[src/rtl/dm_access_sequencer_pkg.sv]
// Shared op codes, FSM state encoding and alignment helper for the data-memory access sequencer.
package dm_access_sequencer_pkg;

   localparam int unsigned DM_OP_W  = 3;
   localparam int unsigned DMS_ST_W = 3;

   localparam logic [DM_OP_W-1:0] DM_OP_WD = 3'd0;
   localparam logic [DM_OP_W-1:0] DM_OP_SB = 3'd1;
   localparam logic [DM_OP_W-1:0] DM_OP_SH = 3'd2;
   localparam logic [DM_OP_W-1:0] DM_OP_UB = 3'd3;
   localparam logic [DM_OP_W-1:0] DM_OP_UH = 3'd4;

   typedef enum logic [DMS_ST_W-1:0] {
      DMS_ST_IDLE  = 3'd0,
      DMS_ST_READ  = 3'd1,
      DMS_ST_WAIT  = 3'd2,
      DMS_ST_WRITE = 3'd3,
      DMS_ST_RESP  = 3'd4
   } dms_st_e;

   // Word accesses need a 4-byte aligned address, half accesses an even one.
   function automatic logic dm_misaligned(input logic [DM_OP_W-1:0] op, input logic [1:0] lane);
      case (op)
         DM_OP_WD:           return (lane != 2'd0);
         DM_OP_SH, DM_OP_UH: return lane[0];
         default:            return 1'b0;
      endcase
   endfunction

endpackage

[src/rtl/dm_lane_merge.sv]
// Byte/half lane extraction for loads and lane merge for read-modify-write stores (little-endian).
module dm_lane_merge
   import dm_access_sequencer_pkg::*;
(
   input  logic [DM_OP_W-1:0] op,
   input  logic [1:0]         lane,
   input  logic [31:0]        word,
   input  logic [31:0]        wdata,
   output logic [31:0]        load_val,
   output logic [31:0]        store_word
);

   logic [7:0]  byte_sel;
   logic [15:0] half_sel;
   logic [31:0] merged_b;
   logic [31:0] merged_h;

   // Select the addressed byte/half and build the merged words for both widths.
   always_comb begin
      byte_sel = word[7:0];
      merged_b = word;
      case (lane)
         2'd0: begin byte_sel = word[7:0];   merged_b[7:0]   = wdata[7:0]; end
         2'd1: begin byte_sel = word[15:8];  merged_b[15:8]  = wdata[7:0]; end
         2'd2: begin byte_sel = word[23:16]; merged_b[23:16] = wdata[7:0]; end
         default: begin byte_sel = word[31:24]; merged_b[31:24] = wdata[7:0]; end
      endcase
      merged_h = word;
      if (lane[1]) begin
         half_sel        = word[31:16];
         merged_h[31:16] = wdata[15:0];
      end else begin
         half_sel        = word[15:0];
         merged_h[15:0]  = wdata[15:0];
      end
   end

   // Extend loads by op; stores with unsigned codes merge exactly like their signed counterparts.
   always_comb begin
      load_val   = word;
      store_word = wdata;
      case (op)
         DM_OP_SB: begin load_val = {{24{byte_sel[7]}}, byte_sel};  store_word = merged_b; end
         DM_OP_UB: begin load_val = {24'd0, byte_sel};              store_word = merged_b; end
         DM_OP_SH: begin load_val = {{16{half_sel[15]}}, half_sel}; store_word = merged_h; end
         DM_OP_UH: begin load_val = {16'd0, half_sel};              store_word = merged_h; end
         default:  begin load_val = word;                           store_word = wdata;    end
      endcase
   end

endmodule

[src/rtl/dm_access_sequencer.sv]
// Multi-cycle load/store sequencer in front of a single-port, 1-cycle-read synchronous data RAM.
module dm_access_sequencer
   import dm_access_sequencer_pkg::*;
#(
   parameter int unsigned MEM_AW = 10
) (
   input  logic               clk,
   input  logic               rst,
   input  logic               req_valid,
   input  logic [DM_OP_W-1:0] req_op,
   input  logic               req_we,
   input  logic [31:0]        req_addr,
   input  logic [31:0]        req_wdata,
   output logic               busy,
   output logic               done,
   output logic [31:0]        rdata,
   output logic               misalign,
   output logic               mem_en,
   output logic               mem_we,
   output logic [MEM_AW-1:0]  mem_addr,
   output logic [31:0]        mem_wdata,
   input  logic [31:0]        mem_rdata
);

   dms_st_e              state;
   logic [DM_OP_W-1:0]   op_q;
   logic                 we_q;
   logic [MEM_AW+1:0]    addr_q;
   logic [31:0]          wdata_q;
   logic [31:0]          wword_q;
   logic [31:0]          load_val;
   logic [31:0]          merge_word;
   logic                 req_mis;
   logic                 unused_addr_hi;

   // Byte address bits above the RAM size are don't-care.
   assign unused_addr_hi = ^req_addr[31:MEM_AW+2];
   assign req_mis        = dm_misaligned(req_op, req_addr[1:0]);

   dm_lane_merge u_lane_merge (
      .op         (op_q),
      .lane       (addr_q[1:0]),
      .word       (mem_rdata),
      .wdata      (wdata_q),
      .load_val   (load_val),
      .store_word (merge_word)
   );

   // Access FSM with request latches and registered result/response state.
   always_ff @(posedge clk) begin
      if (rst) begin
         state    <= DMS_ST_IDLE;
         op_q     <= '0;
         we_q     <= 1'b0;
         addr_q   <= '0;
         wdata_q  <= '0;
         wword_q  <= '0;
         rdata    <= '0;
         misalign <= 1'b0;
      end else begin
         case (state)
            DMS_ST_IDLE: begin
               if (req_valid) begin
                  op_q     <= req_op;
                  we_q     <= req_we;
                  addr_q   <= req_addr[MEM_AW+1:0];
                  wdata_q  <= req_wdata;
                  misalign <= req_mis;
                  if (req_mis) begin
                     state <= DMS_ST_RESP;
                  end else if (req_we && (req_op == DM_OP_WD)) begin
                     wword_q <= req_wdata;
                     state   <= DMS_ST_WRITE;
                  end else begin
                     state <= DMS_ST_READ;
                  end
               end
            end
            DMS_ST_READ:  state <= DMS_ST_WAIT;
            DMS_ST_WAIT: begin
               if (we_q) begin
                  wword_q <= merge_word;
                  state   <= DMS_ST_WRITE;
               end else begin
                  rdata <= load_val;
                  state <= DMS_ST_RESP;
               end
            end
            DMS_ST_WRITE: state <= DMS_ST_RESP;
            DMS_ST_RESP:  state <= DMS_ST_IDLE;
            default:      state <= DMS_ST_IDLE;
         endcase
      end
   end

   // RAM strobes come from state only and are blocked during reset so an abandoned store never lands.
   assign busy      = (state != DMS_ST_IDLE);
   assign done      = (state == DMS_ST_RESP);
   assign mem_en    = ~rst & ((state == DMS_ST_READ) | (state == DMS_ST_WRITE));
   assign mem_we    = ~rst & (state == DMS_ST_WRITE);
   assign mem_addr  = addr_q[MEM_AW+1:2];
   assign mem_wdata = wword_q;

endmodule

[config.mk]
export PLATFORM = sky130hd
export DESIGN_NAME = dm_access_sequencer
export DESIGN_NICKNAME = d
export VERILOG_FILES = /design/src/rtl/dm_access_sequencer_pkg.sv /design/src/rtl/dm_lane_merge.sv /design/src/rtl/dm_access_sequencer.sv
export SDC_FILE = /design/constraint.sdc
export NUM_CORES = 1
export LEC_CHECK = 0
export BUFFER_PORTS_ARGS = -buffer_cell sky130_fd_sc_hd__buf_2
export CAP_MARGIN = 5
export CORE_MARGIN = 8
export CORE_UTILIZATION = 25
export CTS_BUF_LIST = sky130_fd_sc_hd__clkbuf_4 sky130_fd_sc_hd__clkbuf_8 sky130_fd_sc_hd__clkbuf_16
export CTS_CLUSTER_SIZE = 16
export DETAILED_ROUTE_END_ITERATION = 8
export PLACE_DENSITY_LB_ADDON = 0.1
export REMOVE_ABC_BUFFERS = 1
export SYNTH_ARGS = -nofsm -noshare
export SYNTH_HDL_FRONTEND = slang
export SYNTH_SLANG_ARGS = --single-unit
[constraint.sdc]
create_clock -name clk -period 1.9 [get_ports clk]
set_input_delay 0.38 -clock clk [delete_from_list [all_inputs] [get_ports clk]]
set_output_delay 0.38 -clock clk [all_outputs]
set_load 0.01 [all_outputs]
==> impl_metrics.yaml <==
yosys:
  ys_ff_latch: 116
  netlist_instances: 717
  synthTopCellsByCount: "141 x nand2_1, 116 x dfxtp_1, 83 x a21oi_1"
  synth_edf_count: 0
  synth_area_um2: 5781
  synthArstFlopShare_pct: 0
  avgSynthCellArea_um2: 8.062
  ys_top_cells_by_area: "dfxtp_1 40%, nand2_1 9.2%, a21oi_1 7.2%"
  yosysSeqAreaShare_pct: 40.17
  synth_top_area_cell: "dfxtp_1"
  ys.flop_type: "dfxtp_1"
  ys_warn_count: 0
  synth_top_area_share_pct: 40.17
  yosysMostFrequentCell: "nand2_1"
  synth_cell_types: 54
global_routing:
  antenna_found_initial: 3
  grt_pass1_wl_um: 36340
  overflow: 0
  grt_usage_pct: 16.57
  grt_max_degree: 56
  grt_pass1_vias: 5983
floorplan:
  die_w_um: 168.1
  initial_utilization_pct: 25.53
  placeableCoreArea_um2: 22640
  rows: 55
  die_h_um: 168.1
  io_pins: 182
  die_area_um2: 28240
worst_hold_path:
  hp-class: "input pin to register"
  min_from: "req_addr[2]"
status:
  status: "completed"
clocking:
  ctsLongestPathBuffers: 2
  numCtsBuffers: 17
  clk_pin_slew_ns: 0.06
  cts.sink_count: 116
  cts_tree: "yes"
  htree_levels: 4
  cts-hold-fix-buffers: 0
  cts-root-buf: "clkbuf_16"
  clock_latency_ns: 0.42
worst_setup_path:
  cp_top_family: "compound AO/OA/AOI/OAI gates"
  slowest_stage: "dfxtp_4"
  worst-setup-path-type: "register to register"
  end_kind: "register"
  startpoint_type: "register"
  regToRegStartpoint: "op_q[0]"
  required_ns: 2.19
  cp-startpoint: "op_q[0]"
  crit_buf_inv: 2
  path_cells: "buf_4 > nand4bb_1 > o311a_1 > buf_12 > a221o_1 > a21oi_2 > o41ai_2"
  slowest_delay_ns: 0.37
  crit_arrival_ns: 2.18
  path_max_fanout: 11
timing:
  worst_pin_slew_ns: 0.6047
  rsz0062_at_grt: "yes"
  hold_viol: 0
  fin_crit_sh_pct: 99.20
  finalCriticalPeriod_ns: 1.885
  slew_violations: 0
  relSlewSlack_pct: 59.69
  layout_setup_ws_ns: 0.01520
  setup_violations: 0
  fmax_mhz: 530.6
  clock_skew_ns: 0.008740
layout:
  fillers: 2396
  nNetsFinal: 1018
  synthToLayoutAreaGrowth_pct: 42.55
  drive_above_1_share_pct: 37.22
  post-route-util_pct: 36.40
placement:
  gp_congestion: 0.8116
  io_buffers: 161
  dp_hpwl_um: 17350
  preCtsSetupSlack_ns: -0.1915
drt:
  dr.pass1.iters: 5
  drc_errors: 0
  finalWirelength_um: 23990
  wl_per_cell_um: 19.78
  antenna_left: 0
  routed_via_density: 4.909
  drt-initial-drc-count: 386
  num_vias: 5955
power:
  p_leak_nw: 3.527
  vdd_ir_drop_max_uv: 518.3
  power_density_nw_per_um2: 946.3
job:
  cap_violations: 0
-- stage by stage --
step / hold slack [ns] / power [mW] / area, µm² / setup TNS [ns] / instances
final: 0.1903 / 7.797 / 8240 / 0 / 1213
after global routing: 0.1812 / 8.166 / 8240 / -0.3850 / 1213
after CTS: 0.1703 / 7.807 / 7994 / -0.0008442 / 1206
after detailed placement: 0.4438 / 4.413 / 7367 / -3.533 / 1175
after global placement: 0.4389 / 4.414 / 7367 / -3.545 / 1175
after floorplan: 0.4299 / 3.510 / 5404 / -174.69 / 644
-- what timing repair did --
item	in CTS	in global routing
setup buffers	0	5
pin swaps	2	8
gates cloned	0	1
resized for setup	9	41
setup endpoints to repair	41	45
-- state kept, by name, summed over array words and instances, names as in the netlist --
signal     cells
mem_wdata     32
wdata_q       32
we_q           1
rdata         32
addr_q        12
op_q           3
misalign       1
state          3
-- per-layer routing --
metal  GRT usage (%)  share of wire (%)
met3           4.584                5.3
met1           22.02                 48
met4           4.387               0.94
met2           25.92                 46
met5               0               0.11
-- logic make-up after synthesis --
family | count (synthesis) | synth area share (%)
xor gates and xnor gates | 1 | 0.1515
muxes | 31 | 6.017
buffers and inverters | 77 | 6.775
DFF | 116 | 40.17
AOI/OAI and AO/OA | 203 | 24.46
and+or+nand+nor | 289 | 22.42
-- final cells by class --
type / count / area [µm²] / share of cell area (%)
multi-input combinational: 524 / 3257 / 39.52
timing repair buffer: 252 / 1678 / 20.36
antenna: 1 / 2.502 / 0.03037
sequential: 116 / 2332 / 28.30
inverter: 4 / 15.01 / 0.1822
clock buffer: 21 / 467.9 / 5.679
clock inverter: 10 / 131.4 / 1.594
tap: 285 / 356.6 / 4.327
-- report_power, final --
group | internal (mW) | switching [mW] | total, mW
Clock | 2.14 | 1.22 | 3.36
Sequential | 2.60 | 0.118 | 2.72
Combinational | 0.749 | 0.972 | 1.72
Total | 5.49 | 2.31 | 7.80
-- worst reg2reg max path: stages (launching register included) --
cell       delay [ns]
dfxtp_4          0.37
buf_4            0.15
nand4bb_1        0.22
o311a_1          0.21
buf_12           0.17
a221o_1          0.35
a21oi_2          0.19
o41ai_2          0.10
-- layout by cell type (no fill, tap or decap), types with 2 or more instances in the layout --
cell / instances
a211oi_1: 17
a21oi_1: 76
a21oi_2: 7
a221o_1: 10
a221oi_1: 14
a221oi_2: 2
a222oi_1: 10
a22o_1: 10
a2bb2oi_1: 4
a311o_1: 8
buf_12: 12
buf_2: 160
buf_4: 74
buf_6: 5
bufinv_16: 3
clkbuf_16: 18
clkbuf_4: 2
clkbuf_8: 2
clkinv_2: 5
dfxtp_1: 112
dfxtp_2: 2
dfxtp_4: 2
inv_1: 3
mux2_2: 18
mux2_4: 2
mux2i_1: 10
nand2_1: 139
nand2_2: 2
nand2b_1: 7
nand3b_1: 22
nor2_1: 76
nor2_4: 2
nor2b_1: 4
nor3_1: 19
o21ai_0: 15
o311a_1: 3
o41ai_1: 6
o41ai_2: 7
or3b_2: 2
-- final timing paths --
| kind | end | slack [ns] | cells after the start |
|---|---|---|---|
| setup / recovery | mem_wdata[10] | 0.02 | 7 |
| hold / removal | addr_q[2] | 0.19 | 3 |
| setup reg to reg | mem_wdata[10] | 0.02 | 7 |
| hold reg to reg | addr_q[11] | 0.45 | 2 |
(Power assumes the default switching activity.)
